**src/rtl/regfile_pkg.sv**
```systemverilog
// rtl/regfile_pkg.sv - shared widths and constants for the MIPS register file
package regfile_pkg;
  localparam int DATA_W = 32;
  localparam int ADDR_W = 5;
  localparam int NREG   = 32;
  localparam int PCNT_W = 2;

  localparam logic [DATA_W-1:0] ZERO_WORD    = '0;
  localparam logic [ADDR_W-1:0] NOP_REG_ADDR = '0;
  localparam logic [PCNT_W-1:0] PCNT_MAX     = '1;
  localparam logic [PCNT_W-1:0] PCNT_ONE     = PCNT_W'(1);

  // True when a live write-back targets a non-zero register at this address.
  function automatic logic wb_hit(input logic we, input logic [ADDR_W-1:0] waddr,
                                  input logic [ADDR_W-1:0] addr);
    return we && (waddr == addr) && (addr != NOP_REG_ADDR);
  endfunction
endpackage

```
**src/rtl/regfile_if.sv**
```systemverilog
// rtl/regfile_if.sv - write-back, issue and operand-read bus of the register file
interface regfile_if;
  import regfile_pkg::*;

  logic              we;
  logic [ADDR_W-1:0] waddr;
  logic [DATA_W-1:0] wdata;
  logic              re1;
  logic [ADDR_W-1:0] raddr1;
  logic [DATA_W-1:0] rdata1;
  logic              busy1;
  logic              re2;
  logic [ADDR_W-1:0] raddr2;
  logic [DATA_W-1:0] rdata2;
  logic              busy2;
  logic              iss;
  logic [ADDR_W-1:0] iss_addr;
  logic              flush;
  logic              pend_ovf;

  modport master (
    output we, waddr, wdata, re1, raddr1, re2, raddr2, iss, iss_addr, flush,
    input  rdata1, busy1, rdata2, busy2, pend_ovf
  );

  modport slave (
    input  we, waddr, wdata, re1, raddr1, re2, raddr2, iss, iss_addr, flush,
    output rdata1, busy1, rdata2, busy2, pend_ovf
  );
endinterface

```
**src/rtl/regfile_pend_ctr.sv**
```systemverilog
// rtl/regfile_pend_ctr.sv - saturating pending-write counter for one register
module regfile_pend_ctr
  import regfile_pkg::*;
(
  input  logic              clk,
  input  logic              rst,
  input  logic              inc,
  input  logic              dec,
  input  logic              clr,
  output logic [PCNT_W-1:0] cnt
);
  logic [PCNT_W-1:0] cnt_q, cnt_d;

  // Issue and retire in the same cycle cancel out.
  always_comb begin
    cnt_d = cnt_q;
    if (clr)
      cnt_d = '0;
    else if (inc && !dec && cnt_q != PCNT_MAX)
      cnt_d = cnt_q + 1'b1;
    else if (dec && !inc && cnt_q != '0)
      cnt_d = cnt_q - 1'b1;
  end

  always_ff @(posedge clk or posedge rst) begin
    if (rst) cnt_q <= '0;
    else     cnt_q <= cnt_d;
  end

  assign cnt = cnt_q;
endmodule

```
**src/rtl/regfile.sv**
```systemverilog
// rtl/regfile.sv - 32x32 register file with write bypass and per-register pending scoreboard
module regfile
  import regfile_pkg::*;
(
  input  logic     clk,
  input  logic     rst,
  regfile_if.slave bus
);
  logic [DATA_W-1:0]            regs_q [NREG];
  logic [DATA_W-1:0]            regs_d [NREG];
  logic [NREG-1:0][PCNT_W-1:0]  pcnt;
  logic                         pend_ovf_q, pend_ovf_d;
  logic                         ovf_evt;

  always_comb begin
    regs_d = regs_q;
    if (bus.we && bus.waddr != NOP_REG_ADDR)
      regs_d[bus.waddr] = bus.wdata;
  end

  always_ff @(posedge clk or posedge rst) begin
    if (rst) begin
      for (int i = 0; i < NREG; i++) regs_q[i] <= ZERO_WORD;
      pend_ovf_q <= 1'b0;
    end else begin
      regs_q     <= regs_d;
      pend_ovf_q <= pend_ovf_d;
    end
  end

  assign pcnt[0] = '0;
  for (genvar a = 1; a < NREG; a++) begin : g_ctr
    regfile_pend_ctr u_ctr (
      .clk (clk),
      .rst (rst),
      .inc (bus.iss && bus.iss_addr == ADDR_W'(a)),
      .dec (bus.we && bus.waddr == ADDR_W'(a)),
      .clr (bus.flush),
      .cnt (pcnt[a])
    );
  end

  // A dropped issue: saturated counter, not cancelled by a same-cycle retire, not squashed.
  assign ovf_evt    = bus.iss && bus.iss_addr != NOP_REG_ADDR && !bus.flush &&
                      !wb_hit(bus.we, bus.waddr, bus.iss_addr) &&
                      pcnt[bus.iss_addr] == PCNT_MAX;
  assign pend_ovf_d = pend_ovf_q | ovf_evt;
  assign bus.pend_ovf = pend_ovf_q;

  function automatic logic [DATA_W-1:0] read_port(input logic re, input logic [ADDR_W-1:0] ra);
    if (rst || !re || ra == NOP_REG_ADDR) return ZERO_WORD;
    if (wb_hit(bus.we, bus.waddr, ra))    return bus.wdata;
    return regs_q[ra];
  endfunction

  // The write-back retiring the last outstanding write releases the operand this cycle.
  function automatic logic busy_port(input logic re, input logic [ADDR_W-1:0] ra);
    if (rst || !re || ra == NOP_REG_ADDR || pcnt[ra] == '0) return 1'b0;
    return !(wb_hit(bus.we, bus.waddr, ra) && pcnt[ra] == PCNT_ONE);
  endfunction

  assign bus.rdata1 = read_port(bus.re1, bus.raddr1);
  assign bus.rdata2 = read_port(bus.re2, bus.raddr2);
  assign bus.busy1  = busy_port(bus.re1, bus.raddr1);
  assign bus.busy2  = busy_port(bus.re2, bus.raddr2);
endmodule

```
**src/flat_wrapper.sv**
```systemverilog
// flat-port wrapper written by rule: the top's interface ports become plain ports
module regfile_flat import regfile_pkg::*;
  (clk, rst, bus_we, bus_waddr, bus_wdata, bus_re1, bus_raddr1, bus_re2, bus_raddr2, bus_iss, bus_iss_addr, bus_flush, bus_rdata1, bus_busy1, bus_rdata2, bus_busy2, bus_pend_ovf);
  regfile_if bus_i ();
  input  logic clk;
  input  logic rst;
  input wire logic [$bits(bus_i.we)-1:0] bus_we;
  input wire logic [$bits(bus_i.waddr)-1:0] bus_waddr;
  input wire logic [$bits(bus_i.wdata)-1:0] bus_wdata;
  input wire logic [$bits(bus_i.re1)-1:0] bus_re1;
  input wire logic [$bits(bus_i.raddr1)-1:0] bus_raddr1;
  input wire logic [$bits(bus_i.re2)-1:0] bus_re2;
  input wire logic [$bits(bus_i.raddr2)-1:0] bus_raddr2;
  input wire logic [$bits(bus_i.iss)-1:0] bus_iss;
  input wire logic [$bits(bus_i.iss_addr)-1:0] bus_iss_addr;
  input wire logic [$bits(bus_i.flush)-1:0] bus_flush;
  output wire logic [$bits(bus_i.rdata1)-1:0] bus_rdata1;
  output wire logic [$bits(bus_i.busy1)-1:0] bus_busy1;
  output wire logic [$bits(bus_i.rdata2)-1:0] bus_rdata2;
  output wire logic [$bits(bus_i.busy2)-1:0] bus_busy2;
  output wire logic [$bits(bus_i.pend_ovf)-1:0] bus_pend_ovf;
  assign bus_i.we = bus_we;
  assign bus_i.waddr = bus_waddr;
  assign bus_i.wdata = bus_wdata;
  assign bus_i.re1 = bus_re1;
  assign bus_i.raddr1 = bus_raddr1;
  assign bus_i.re2 = bus_re2;
  assign bus_i.raddr2 = bus_raddr2;
  assign bus_i.iss = bus_iss;
  assign bus_i.iss_addr = bus_iss_addr;
  assign bus_i.flush = bus_flush;
  assign bus_rdata1 = bus_i.rdata1;
  assign bus_busy1 = bus_i.busy1;
  assign bus_rdata2 = bus_i.rdata2;
  assign bus_busy2 = bus_i.busy2;
  assign bus_pend_ovf = bus_i.pend_ovf;
  regfile u_core (.clk(clk), .rst(rst), .bus(bus_i));
endmodule
```
**config.mk**
```make
export PLATFORM = sky130hd
export DESIGN_NAME = regfile_flat
export DESIGN_NICKNAME = d
export VERILOG_FILES = /design/src/rtl/regfile_pkg.sv /design/src/rtl/regfile_if.sv /design/src/rtl/regfile_pend_ctr.sv /design/src/rtl/regfile.sv /design/src/flat_wrapper.sv
export SDC_FILE = /design/constraint.sdc
export NUM_CORES = 2
export LEC_CHECK = 0
export ABC_AREA = 0
export BUFFER_PORTS_ARGS = -buffer_cell sky130_fd_sc_hd__buf_2
export CAP_MARGIN = 20
export CORE_MARGIN = 1
export CORE_UTILIZATION = 60
export CTS_BUF_LIST = sky130_fd_sc_hd__clkbuf_8
export CTS_CLUSTER_DIAMETER = 80
export CTS_CLUSTER_SIZE = 28
export DETAILED_ROUTE_END_ITERATION = 12
export PLACE_DENSITY = 0.84
export SETUP_SLACK_MARGIN = 0.1
export SLEW_MARGIN = 20
export SYNTH_ARGS = -nofsm -noshare
export SYNTH_HDL_FRONTEND = slang
export SYNTH_HIERARCHICAL = 1
export SYNTH_SLANG_ARGS = --single-unit
export TNS_END_PERCENT = 5
```
**constraint.sdc**
```tcl
create_clock -name clk -period 45.8 [get_ports clk]
set_input_delay 6.87 -clock clk [delete_from_list [all_inputs] [get_ports clk]]
set_output_delay 6.87 -clock clk [all_outputs]
set_load 0.02 [all_outputs]
```
==> flow_metrics.tcl <==
set metrics [dict create \
    drt_wl_total_mm 192 \
    met3_length_mm 27.4 \
    synth_top_area_share_pct 44.7 \
    root_buffer "clkbuf_8" \
    crit_path_end_kind "output pin" \
    fin_crit_sh_pct 40.1 \
    clk_latency_ns 0.80 \
    path_clk_slew_ns 0.16 \
    synthDistinctLibCells 64 \
    hp-start "u_core/regs_q[1009]$_DFFE_PP0P_" \
    peakVddDrop_mv 0.0227 \
    ys_top_cells_by_count "dfrtp_1, nand2_1, mux2_1" \
    synthCells 5110 \
    grt-ovfl-total 0 \
    synth_area_leaders "dfrtp_1, mux4_2, mux2_1" \
    yosysWarnings 6 \
    leakagePower_nw 28.0 \
    syn_area_sq_mm 0.0608 \
    clkSinkCount 1087 \
    start_kind "input pin" \
    synth-async-reset-ratio_pct 100 \
    postCtsResizedCells 0 \
    crit_path_start "bus_raddr1[0]" \
    final_max_slew_viol_count 0 \
    wl_met1_mm 65.9 \
    dr.pass1.iters 9 \
    r2r_start "u_core/g_ctr[18].u_ctr/cnt[0]$_DFFE_PP0P_" \
    area_growth_pct 3.67 \
    synth_area_per_cell_sq_um 11.9 \
    worst_slew_pin_slew_ns 1.25 \
    cts_setup_buffers 0 \
    die_area_sq_mm 0.103 \
    stdcell_count 6271 \
    skew_ns 0.0185 \
    die_h_um 320 \
    hold_violations 0 \
    first_global_vias 45700 \
    synth_seq_cells 1087 \
    cp_max_fo 106 \
    syn_nets 5169 \
    synthFlopType "dfrtp_1" \
    num_vias 45894 \
    vias_per_cell 7.32 \
    grt_pass1_wl_mm 288 \
    setup_ws_ns 27.44 \
    min_period_ns 18.36 \
    synth-edff-count 0 \
    fmax_ghz 0.0545 \
    tritoncts "built" \
    dpl_worst_slack_ns 27.40 \
    finalSetupViolCount 0 \
    grt_usage_pct 37.6 \
    cts_buffers 49 \
    wl_met2_mm 84.2 \
    h-tree-depth 2 \
    io_buffers 125 \
    rsz0062_at_grt "no" \
    worstPathRequired_ns 38.93 \
    outcome "finished, final reports clean" \
    dp_hpwl_mm 114 \
    maxCapViolCount 0 \
    path_class "input pin to output pin" \
    dieWidth_um 320 \
    yosysSeqAreaShare_pct 44.7 \
    tns_ns 0 \
    clk_path_buf_depth 3 \
    nNetsFinal 4946 \
    yosysMostFrequentCell "dfrtp_1" \
    power-per-cell-area_mw_per_mm2 34.8 \
    drt_iter0_drc 6469 \
    antenna_found_initial 19 \
    grt_max_degree 164 \
    drc 0 \
    arrival_ns 11.49 \
    top_layer "met5" \
    row_count 116 \
    hold_slack_ns 0.418 \
    dp_cells 6192 \
    final_util_pct 62.9 \
    synth_area_leader_cell "dfrtp_1" \
    core_sq_mm 0.100 \
    cts-hold-fix-buffers 0 \
    relSlewSlack_pct 16.7 \
    routabilityCongestion 0.917 \
    worstHoldPathType "register to register" \
    drive_gt1_share_pct 20.7 \
    io_pins 126 \
    avgRoutedWirePerCell_um 30.6 \
    initial_core_util_pct 60.6 \
    detail-route-antenna-nets 0 \
]
## cells in the final DEF (no fill, tap or decap), drive strengths merged, types with 3 or more instances in the layout
cell type | Yosys | final
a211oi | 37 | 37
a21oi | 133 | 133
a221o | 32 | 32
a221oi | 91 | 91
a22oi | 28 | 28
a31oi | 5 | 5
a32o | 32 | 32
a41oi | 28 | 28
and2 | 34 | 34
and2b | 31 | 31
and4 | 3 | 3
buf | 163 | 220
clkbuf | 333 | 56
clkinv | 1 | 9
dfrtp | 1087 | 1087
diode | 0 | 7
inv | 89 | 96
mux2 | 732 | 732
mux2i | 322 | 322
mux4 | 420 | 420
nand2 | 888 | 888
nand2b | 16 | 16
nand3 | 57 | 57
nand3b | 10 | 10
nand4 | 7 | 7
nor2 | 139 | 139
nor2b | 16 | 16
nor3 | 9 | 9
nor3b | 36 | 36
nor4 | 7 | 7
o211ai | 6 | 6
o21a | 3 | 3
o21ai | 174 | 174
o22ai | 65 | 65
o311ai | 3 | 3
or2 | 5 | 5
xnor2 | 38 | 38
xor2 | 8 | 8
## where the power goes
group | switching (mW) | internal (mW) | total (mW) | leakage, nW
clock network | 0.313 | 0.115 | 0.428 | 0.473
registers | 0.135 | 1.13 | 1.26 | 14.1
logic | 0.239 | 0.263 | 0.502 | 13.5
total | 0.687 | 1.51 | 2.19 | 28.0
## cell type report
| class | count | area [sq um] |
|---|---|---|
| Fill cell | 7388 | 37200 |
| Multi-Input combinational cell | 3437 | 31400 |
| Sequential cell | 1087 | 27200 |
| Tap cell | 1357 | 1700 |
| Timing Repair Buffer | 222 | 1470 |
| Clock buffer | 54 | 743 |
| Inverter | 90 | 347 |
| Clock inverter | 17 | 183 |
| Antenna cell | 7 | 17.5 |
## layer usage
| metal | GRT usage (%) | up-vias |
|---|---|---|
| li1 | - | 18194 |
| met1 | 47.6 | 22994 |
| met2 | 55.3 | 3664 |
| met3 | 13.5 | 1016 |
| met4 | 23.7 | 26 |
| met5 | 0 | - |
## per-stage QoR
step / area [sq um] / total power, mW
2_1_floorplan: 60800 / 1.62
3_3_place_gp: 62100 / 1.73
3_5_place_dp: 62100 / 1.77
4_1_cts: 63000 / 2.18
5_1_grt: 63000 / 2.28
6_report: 63100 / 2.19
## path summary, 6_finish.rpt
path                            cells after the start  slack (ns)                                         to
worst max-delay path                                9       27.44                             bus_rdata1[22]
worst min-delay path                                0        0.42            u_core/regs_q[1009]$_DFFE_PP0P_
worst max register to register                      5       44.07              u_core/bus.pend_ovf$_DFF_PP0_
worst min register to register                      0        0.42            u_core/regs_q[1009]$_DFFE_PP0P_
max in group asynchronous                           5       36.34             u_core/regs_q[152]$_DFFE_PP0P_
min in group asynchronous                           2        6.25  u_core/g_ctr[13].u_ctr/cnt[0]$_DFFE_PP0P_
## critical path: stages
cell	delay, ns
buf_8	0.50
buf_12	0.65
buf_4	0.81
buf_4	0.90
mux2i_1	0.17
a221oi_1	0.39
o21ai_0	0.15
a41oi_1	0.43
buf_2	0.26
## registers in the layout (all words and copies together), names as in the netlist
register	cells
u_core/regs_q	1024
u_core/g_ctr.u_ctr/cnt	62
u_core/bus.pend_ovf	1
## kinds of logic (layout without fill, tap and decap cells)
| family | after synthesis | in the layout | share of synthesized area, % |
|---|---|---|---|
| and+or+nand+nor | 1264 | 1264 | 8.92 |
| muxes | 1474 | 1474 | 34.4 |
| AOI/OAI and AO/OA | 653 | 653 | 7.21 |
| buffers and inverters | 586 | 383 | 4.09 |
| xor gates and xnor gates | 46 | 46 | 0.662 |
| other | 0 | 7 | 0 |
| DFF | 1087 | 1087 | 44.7 |
(Power assumes the default switching activity.)
